[src/rtl/seq_arith_pkg.sv]
// Shared opcodes and FSM state encoding for the sequential arithmetic unit.
package seq_arith_pkg;

    localparam logic [1:0] OP_ADD = 2'b00;
    localparam logic [1:0] OP_SUB = 2'b01;
    localparam logic [1:0] OP_MUL = 2'b10;
    localparam logic [1:0] OP_DIV = 2'b11;

    typedef enum logic [1:0] {
        IDLE = 2'b00,
        RUN  = 2'b01,
        FIN  = 2'b10
    } state_e;

endpackage

[src/rtl/seq_arith_step.sv]
// One combinational iteration: shift-add multiply (LSB first) or restoring divide (MSB first).
// hi/lo hold accumulator:multiplier for mul and remainder:quotient for div.
module seq_arith_step #(
    parameter int W = 16
) (
    input  logic         div_i,
    input  logic [W-1:0] hi_i,
    input  logic [W-1:0] lo_i,
    input  logic [W-1:0] opnd_i,
    output logic [W-1:0] hi_o,
    output logic [W-1:0] lo_o
);

    logic [W:0] acc;
    logic [W:0] shifted;
    logic [W:0] trial;
    logic       ge;

    always_comb begin
        acc     = {1'b0, hi_i} + ({(W+1){lo_i[0]}} & {1'b0, opnd_i});
        shifted = {hi_i, lo_i[W-1]};
        trial   = shifted - {1'b0, opnd_i};
        ge      = shifted >= {1'b0, opnd_i};
        if (div_i) begin
            // remainder < divisor on entry, so the kept value always fits W bits
            hi_o = ge ? trial[W-1:0] : shifted[W-1:0];
            lo_o = {lo_i[W-2:0], ge};
        end else begin
            hi_o = acc[W:1];
            lo_o = {acc[0], lo_i[W-1:1]};
        end
    end

endmodule

[src/rtl/seq_arith_unit.sv]
// Sequential add/sub/mul/div unit with start/busy/done handshake; mul/div take W iterations.
// Define SIGNED_EN to honour op_signed for mul/div (magnitude datapath plus sign fix-up in FIN).
module seq_arith_unit
    import seq_arith_pkg::*;
#(
    parameter int W = 16
) (
    input  logic         clk,
    input  logic         rst_n,
    input  logic         start,
    input  logic [1:0]   op,
    input  logic         op_signed,
    input  logic [W-1:0] a,
    input  logic [W-1:0] b,
    output logic         busy,
    output logic         done,
    output logic [W-1:0] result_lo,
    output logic [W-1:0] result_hi,
    output logic         div_by_zero
);

    localparam int CW = $clog2(W);

    state_e          state_q;
    logic [CW-1:0]   cnt_q;
    logic [1:0]      op_q;
    logic [W-1:0]    hi_q, lo_q, opnd_q;
    logic            negq_q, negr_q, dbz_pend_q;
    logic            busy_q, done_q, dbz_q;
    logic [W-1:0]    res_lo_q, res_hi_q;

    logic            sgn, a_neg, b_neg;
    logic [W-1:0]    a_mag, b_mag;
    logic [W-1:0]    step_hi, step_lo;
    logic [W:0]      add_sum, sub_dif;
    logic [2*W-1:0]  prod, prod_s;
    logic [W-1:0]    quo, rem;
    logic [W-1:0]    fin_lo_d, fin_hi_d;

`ifdef SIGNED_EN
    assign sgn = op_signed & op[1];
`else
    logic unused_op_signed;
    assign unused_op_signed = op_signed;
    assign sgn = 1'b0;
`endif

    assign a_neg = sgn & a[W-1];
    assign b_neg = sgn & b[W-1];
    assign a_mag = a_neg ? -a : a;
    assign b_mag = b_neg ? -b : b;

    seq_arith_step #(.W(W)) u_step (
        .div_i  (op_q[0]),
        .hi_i   (hi_q),
        .lo_i   (lo_q),
        .opnd_i (opnd_q),
        .hi_o   (step_hi),
        .lo_o   (step_lo)
    );

    always_comb begin
        add_sum = {1'b0, hi_q} + {1'b0, opnd_q};
        sub_dif = {1'b0, hi_q} - {1'b0, opnd_q};
        prod    = {hi_q, lo_q};
        prod_s  = negq_q ? -prod : prod;
        quo     = negq_q ? -lo_q : lo_q;
        rem     = negr_q ? -hi_q : hi_q;
        fin_lo_d = '0;
        fin_hi_d = '0;
        case (op_q)
            OP_ADD: begin
                fin_lo_d = add_sum[W-1:0];
                fin_hi_d = {{(W-1){1'b0}}, add_sum[W]};
            end
            OP_SUB: begin
                fin_lo_d = sub_dif[W-1:0];
                fin_hi_d = {{(W-1){1'b0}}, sub_dif[W]};
            end
            OP_MUL: {fin_hi_d, fin_lo_d} = prod_s;
            default: begin
                // divide-by-zero staged all-ones / raw dividend directly in lo/hi
                fin_lo_d = dbz_pend_q ? lo_q : quo;
                fin_hi_d = dbz_pend_q ? hi_q : rem;
            end
        endcase
    end

    always_ff @(posedge clk or negedge rst_n) begin
        if (!rst_n) begin
            state_q    <= IDLE;
            cnt_q      <= '0;
            op_q       <= OP_ADD;
            hi_q       <= '0;
            lo_q       <= '0;
            opnd_q     <= '0;
            negq_q     <= 1'b0;
            negr_q     <= 1'b0;
            dbz_pend_q <= 1'b0;
            busy_q     <= 1'b0;
            done_q     <= 1'b0;
            dbz_q      <= 1'b0;
            res_lo_q   <= '0;
            res_hi_q   <= '0;
        end else begin
            done_q <= 1'b0;
            case (state_q)
                IDLE: begin
                    if (start) begin
                        op_q       <= op;
                        busy_q     <= 1'b1;
                        negq_q     <= a_neg ^ b_neg;
                        negr_q     <= a_neg;
                        cnt_q      <= CW'(W-1);
                        dbz_pend_q <= 1'b0;
                        case (op)
                            OP_ADD, OP_SUB: begin
                                hi_q    <= a;
                                lo_q    <= '0;
                                opnd_q  <= b;
                                state_q <= FIN;
                            end
                            OP_MUL: begin
                                hi_q    <= '0;
                                lo_q    <= b_mag;
                                opnd_q  <= a_mag;
                                state_q <= RUN;
                            end
                            default: begin
                                if (b == '0) begin
                                    hi_q       <= a;
                                    lo_q       <= '1;
                                    opnd_q     <= b;
                                    dbz_pend_q <= 1'b1;
                                    state_q    <= FIN;
                                end else begin
                                    hi_q    <= '0;
                                    lo_q    <= a_mag;
                                    opnd_q  <= b_mag;
                                    state_q <= RUN;
                                end
                            end
                        endcase
                    end
                end
                RUN: begin
                    hi_q  <= step_hi;
                    lo_q  <= step_lo;
                    cnt_q <= cnt_q - CW'(1);
                    if (cnt_q == '0)
                        state_q <= FIN;
                end
                FIN: begin
                    done_q   <= 1'b1;
                    busy_q   <= 1'b0;
                    dbz_q    <= dbz_pend_q;
                    res_lo_q <= fin_lo_d;
                    res_hi_q <= fin_hi_d;
                    state_q  <= IDLE;
                end
                default: state_q <= IDLE;
            endcase
        end
    end

    assign busy        = busy_q;
    assign done        = done_q;
    assign result_lo   = res_lo_q;
    assign result_hi   = res_hi_q;
    assign div_by_zero = dbz_q;

endmodule

[config.mk]
export PLATFORM = sky130hd
export DESIGN_NAME = seq_arith_unit
export DESIGN_NICKNAME = d
export VERILOG_FILES = /design/src/rtl/seq_arith_pkg.sv /design/src/rtl/seq_arith_step.sv /design/src/rtl/seq_arith_unit.sv
export SDC_FILE = /design/constraint.sdc
export NUM_CORES = 1
export LEC_CHECK = 0
export ABC_CLOCK_PERIOD_IN_PS = 4000
export BUFFER_PORTS_ARGS = -buffer_cell sky130_fd_sc_hd__buf_2
export CAP_MARGIN = 20
export CELL_PAD_IN_SITES_DETAIL_PLACEMENT = 1
export CELL_PAD_IN_SITES_GLOBAL_PLACEMENT = 1
export CORE_ASPECT_RATIO = 0.5
export CORE_MARGIN = 2
export CORE_UTILIZATION = 40
export CTS_CLUSTER_DIAMETER = 120
export DETAILED_ROUTE_END_ITERATION = 6
export PLACE_DENSITY = 0.82
export SYNTH_ARGS = -nofsm -noshare
export SYNTH_HDL_FRONTEND = slang
export SYNTH_SLANG_ARGS = --single-unit
[constraint.sdc]
create_clock -name clk -period 4 [get_ports clk]
set_input_delay 0 -clock clk [delete_from_list [all_inputs] [get_ports clk]]
set_output_delay 0 -clock clk [all_outputs]
set_load 0.005 [all_outputs]
==> qor.yml, run 1 <==
outcome: "complete, but fails checks"
violations: "DRC, hold timing"
clockBufferDepth: 2
cp_cell_sequence: "and2_1 -> ha_1 -> fa_1 -> a211oi_2 -> o21ai_1 -> a311oi_1 -> o21ai_1 -> xor2_1 -> a222oi_1 -> o21ai_1"
vias: 7698
grt.total_usage_pct: 29.9
core_sq_mm: 0.0184
whs_ns: -0.00245
holdBufCountCts: 43
critical_path.max_stage_delay_ns: 0.50
yosysWarnings: 0
nets: 1079
path_class: "reg -> reg"
num_antenna_cells: 0
syn_area_sq_mm: 0.00755
dieArea_sq_mm: 0.0201
rsz0062_at_grt: "false"
utilization_pct: 48.3
seq_area_frac_synth_pct: 30.5
final_antenna_net_count: 0
fin_crit_sh_pct: 84.6
start_kind: "flop"
ys_types: 75
fin_skew_ns: 0.0143
dpl_cell_area_sq_mm: 0.00814
grt_pass1_wl_um: 45200
routedWlPerCell_um: 24.0
io_buffers: 71
ios: 73
clk_latency_ns: 0.37
wl_um: 29700
antenna_found_initial: 0
critPathMostFrequentCell: "o21ai_1"
cts_sinks: 92
gp_congestion: 0.899
overflow: 0
crit_slowest_cell: "dfrtp_1"
drive_gt1_share_pct: 14.4
syn-num-nets: 987
crit_fanout: 11
worst_slew_pin_slew_ns: 1.15
rrSetupSlack_ns: 0.61
root_buffer: "clkbuf_16"
max_freq_mhz: 295
start_util_pct: 41.0
post_cts_resized: 0
post-cts-setup-buffers: 0
critPathCaptureType: "flop"
die-height_um: 101
synth-main-ff-cell: "dfrtp_1"
cp_top_family: "compound AO/OA/AOI/OAI gates"
worstPathArrival_ns: 3.60
p_leak_nw: 4.21
drcViolationCount: 6
synth_edf_count: 0
synthArstFlopShare_pct: 100
synthCells: 880
grt_max_degree: 55
tns_ns: 0
drt_pass1_iterations: 7
cts_tree: "built"
hold_viol_final: 1
fin_crit_ns: 3.39
design_area_sq_mm: 0.00890
maxSlewViolCount: 0
via_per_inst: 6.23
clkSlewWorstSetupHoldPaths_ns: 0.08
ir_drop_mv: 0.342
relSlewSlack_pct: 23.2
drt_iter0_markers: 936
syn_area_per_cell_sq_um: 8.58
grt_pass1_vias: 7724
hold_path.class: "in -> reg"
numCtsBuffers: 9
cap_violations: 0
fp.dieW_um: 198
cp.required_ns: 4.21
place_hpwl_um: 21500
power_density_mw_per_mm2: 974
synthToLayoutAreaGrowth_pct: 17.8
ys_ff_latch: 92
setup_viol: 0
rows: 35
cts-htree-levels: 3
path_buf_inv: 0
cells in the mapped netlist, drive strengths merged (5+ instances only):
master	number	share of area (%)
nand4	7	0.58
a221oi	8	1.2
o31ai	6	0.60
nand2	106	5.3
nor4	6	0.50
o21ai	80	5.5
clkbuf	34	1.7
nor3	20	1.4
dfrtp	92	30
xor2	9	1.0
o21a	5	0.50
a22oi	5	0.50
and2	19	1.6
nor2	43	2.1
a211oi	11	1.2
nand2b	8	0.76
a21oi	45	3.1
mux2i	36	4.8
xnor2	25	2.9
ha	65	11
nand3	49	3.2
nor2b	5	0.41
and3	9	0.75
a31oi	16	1.3
a21o	9	0.89
a222oi	27	3.6
buf	15	1.1
mux2	16	2.5
inv	48	2.4
cell families after synthesis:
logic type	synth area share, %
adders and majority gates	11.8
buffers and inverters	5.27
xor gates and xnor gates	3.94
muxes	7.25
and+or+nand+nor	17.9
AOI/OAI and AO/OA	23.3
DFF	30.5
layout make-up:
cell class / instances / area, sq um
Timing Repair Buffer: 130 / 916
Fill cell: 2204 / 9530
Inverter: 49 / 184
Tap cell: 259 / 324
Multi-Input combinational cell: 690 / 4860
Clock buffer: 9 / 225
Sequential cell: 92 / 2300
Clock inverter: 7 / 87.6
stage by stage:
stage	power (mW)	hold WS (ns)	setup WS [ns]	std cells
3_3_place_gp	7.09	0.112	0.835	1176
3_5_place_dp	7.32	0.120	0.754	1176
5_1_grt	9.22	0.0223	0.454	1236
2_1_floorplan	5.63	-0.296	1.19	880
6_report	8.67	-0.00245	0.615	1236
4_1_cts	8.47	0.00486	0.703	1235
power breakdown:
part	internal, mW	leakage [nW]	switching [mW]
Clock	0.503	0.155	0.450
Combinational	2.35	2.89	3.50
Sequential	1.32	1.16	0.554
Total	4.17	4.21	4.50
layer usage:
layer / vias to the layer above / GRT usage [%] / share of wire, %
li1: 3433 / - / -
met1: 3837 / 41.1 / 45
met2: 357 / 46.7 / 43
met3: 71 / 6.16 / 8.6
met4: 0 / 11.6 / 3.2
met5: - / 0 / 0
worst paths after layout:
check	to	start	depth (start not counted)
setup / recovery	hi_q[11]	lo_q[0]	10
hold / removal	opnd_q[2]	b[2]	3
setup reg to reg	hi_q[11]	lo_q[0]	10
hold reg to reg	result_hi[15]	result_hi[15]	2
max in group asynchronous	hi_q[3]	rst_n	3
min in group asynchronous	hi_q[4]	rst_n	2
state kept, by name, indices dropped and copies added (netlist names), 2 cells and up:
register / count
result_hi: 16
opnd_q: 16
lo_q: 16
op_q: 2
result_lo: 16
cnt_q: 4
hi_q: 16
state_q: 2
worst reg2reg max path, cell delays in order (launching register included):
cell and delay, ns:
dfrtp_1 0.50, and2_1 0.21, ha_1 0.22, fa_1 0.45, a211oi_2 0.25, o21ai_1 0.16
a311oi_1 0.50, o21ai_1 0.25, xor2_1 0.20, a222oi_1 0.37, o21ai_1 0.13
cells in the final DEF (no fill, tap or decap), drive strengths merged, types with 9 or more instances in the layout:
cell	Yosys	routed
a222oi	27	27
inv	48	53
a31oi	16	16
o21ai	80	80
xor2	9	9
mux2i	36	36
a21o	9	9
nand2	106	106
a21oi	45	45
nor3	20	20
nand3	49	49
nor2	43	43
a211oi	11	11
and3	9	9
mux2	16	16
dlygate4sd3	0	43
and2	19	19
xnor2	25	25
buf	15	87
dfrtp	92	92
ha	65	65
clkbuf	34	9
(Power assumes the default switching activity.)
==> run 2, diff against run 1 <==
- ABC_AREA: default -> 1
- ABC_CLOCK_PERIOD_IN_PS: 4000 -> 3000
- PLACE_DENSITY: 0.82 -> 0.89
- clock period: 4 -> 3 ns (I/O delays scaled with it)
==> qor.yml, run 2 <==
tns_ns: 0
synth_most_common_cell: "nand2_1"
holdBufCountCts: 25
worst_slew_pin_slew_ns: 1.04
ys_ff_latch: 92
cap_violations: 0
max_freq_mhz: 352
outcome: "finished, final reports clean"
io_buffers: 71
num_antenna_cells: 0
start_kind: "flop"
clockBufferDepth: 2
nets: 1515
syn_area_per_cell_sq_um: 6.50
drcViolationCount: 0
post_cts_resized: 0
synth_edf_count: 0
synthCells: 1325
antenna_found_initial: 0
synth-main-ff-cell: "dfrtp_1"
cp.required_ns: 3.31
fin_crit_ns: 2.84
worstPathArrival_ns: 3.14
final_common_cell: "nand2_1"
die-height_um: 108
numCtsBuffers: 9
seq_area_frac_synth_pct: 26.7
hold_viol_final: 0
crit_fanout: 24
synthTopCellsByArea: "dfrtp_1 27%, nand2_1 15%, ha_1 9.4%"
synth_top_cell_by_area: "dfrtp_1"
vias: 10007
wl_um: 37300
yosysWarnings: 0
fin_crit_sh_pct: 94.6
synth_common_cells: "348 x nand2_1, 178 x inv_1, 150 x nand3_1"
grt_pass1_vias: 10372
clk_latency_ns: 0.37
drt_pass1_iterations: 5
relSlewSlack_pct: 30.4
critPathCaptureType: "flop"
cts_tree: "built"
grt.total_usage_pct: 33.5
clkSlewWorstSetupHoldPaths_ns: 0.08
synthToLayoutAreaGrowth_pct: 14.5
routedWlPerCell_um: 22.1
gp_congestion: 0.989
synth_top_area_share_pct: 26.7
root_buffer: "clkbuf_16"
p_leak_nw: 5.26
overflow: 0
place_hpwl_um: 28000
post-cts-setup-buffers: 0
final_antenna_net_count: 0
start_util_pct: 41.3
synthArstFlopShare_pct: 100
placed_cells: 1644
cts_sinks: 92
rsz0062_at_grt: "false"
hold_path.class: "in -> reg"
cp_cell_sequence: "nor2_1 -> nand2_1 -> buf_4 -> inv_1 -> nand4_1 -> o2111ai_1 -> dlygate4sd3_1"
ios: 73
power_density_mw_per_mm2: 1430
rows: 37
whs_ns: 0.00706
utilization_pct: 47.3
critical_path.max_stage_delay_ns: 0.75
drive_gt1_share_pct: 11.2
path_class: "reg -> reg"
path_buf_inv: 3
grt_pass1_wl_um: 58100
grt_max_degree: 47
core_sq_mm: 0.0208
syn_area_sq_mm: 0.00861
syn-num-nets: 1432
setup_viol: 0
ir_drop_mv: 0.404
final_cell_mix: "348 x nand2_1, 178 x inv_1, 150 x nand3_1, 104 x a21oi_1, 97 x o21ai_0"
ys_types: 51
fin_cells: 1686
dieArea_sq_mm: 0.0228
maxSlewViolCount: 0
cts-htree-levels: 3
crit_slowest_cell: "nand4_1"
fp.dieW_um: 211
fin_skew_ns: 0.00744
drt_iter0_markers: 971
fin_total_pwr_mw: 14.1
via_per_inst: 5.94
cp_top_family: "buffers and inverters"
==> run 2: changes by cell type after synthesis, moves of 27 or more <==
cell,delta
inv_1,+130
a21oi_1,+62
nand2_1,+242
nor2_1,+34
o21ai_0,+30
nand3_1,+101
a222oi_1,-27
mux2i_1,-36
==> run 2: final timing paths <==
kind                       depth (start not counted)            end  slack, ns           from
setup reg to reg                                   7        lo_q[7]       0.16     state_q[0]
min in group asynchronous                          2       hi_q[14]       0.21          rst_n
hold / removal                                     3      opnd_q[6]      0.007           a[6]
max in group asynchronous                          3   result_hi[2]       1.92          rst_n
setup / recovery                                   7        lo_q[7]       0.16     state_q[0]
hold reg to reg                                    2  result_hi[12]       0.48  result_hi[12]
==> run 2: stage by stage <==
stage | setup slack [ns] | area, sq um
6_report | 0.163 | 9860
5_1_grt | 0.0960 | 9860
4_1_cts | 0.384 | 9830
3_5_place_dp | 0.439 | 9280
3_3_place_gp | 0.494 | 9270
2_1_floorplan | 0.761 | 8610
==> run 2: area by class of cell <==
type                       count  area, sq um
sequential                    92         2300
clock inverter                 6         71.3
inverter                     189          709
multi-input combinational    992         5370
clock buffer                  10          229
timing repair buffer         124          838
tap                          273          342
fill                        2801        11000
==> run 2: kinds of logic (layout without fill, tap and decap cells) <==
kind of cell,Yosys count,in the layout,synth area share (%)
AOI/OAI and AO/OA,265,265,17.5
xor gates and xnor gates,9,9,0.916
adders and majority gates,69,69,10.4
buffers and inverters,241,329,11.0
DFF,92,92,26.7
and+or+nand+nor,649,649,33.5
==> run 2: tightest hold or removal path, stage by stage <==
cell     delay, ns
buf_2         0.13
o21ai_0       0.12
o21ai_0       0.09
==> run 2: where the power goes <==
part           internal [mW]  switching, mW  total (mW)
sequential              1.82          0.747        2.57
clock                  0.656          0.582        1.24
combinational           3.38           6.94        10.3
total                   5.86           8.27        14.1
==> run 2: per-layer routing <==
| layer | share of wire (%) | vias to the layer above | GRT usage (%) |
|---|---|---|---|
| met5 | 0 | - | 0 |
| met4 | 3.9 | 0 | 14.9 |
| met3 | 9.6 | 135 | 7.96 |
| met2 | 44 | 491 | 52.7 |
| met1 | 42 | 4846 | 43.8 |
| li1 | - | 4535 | - |
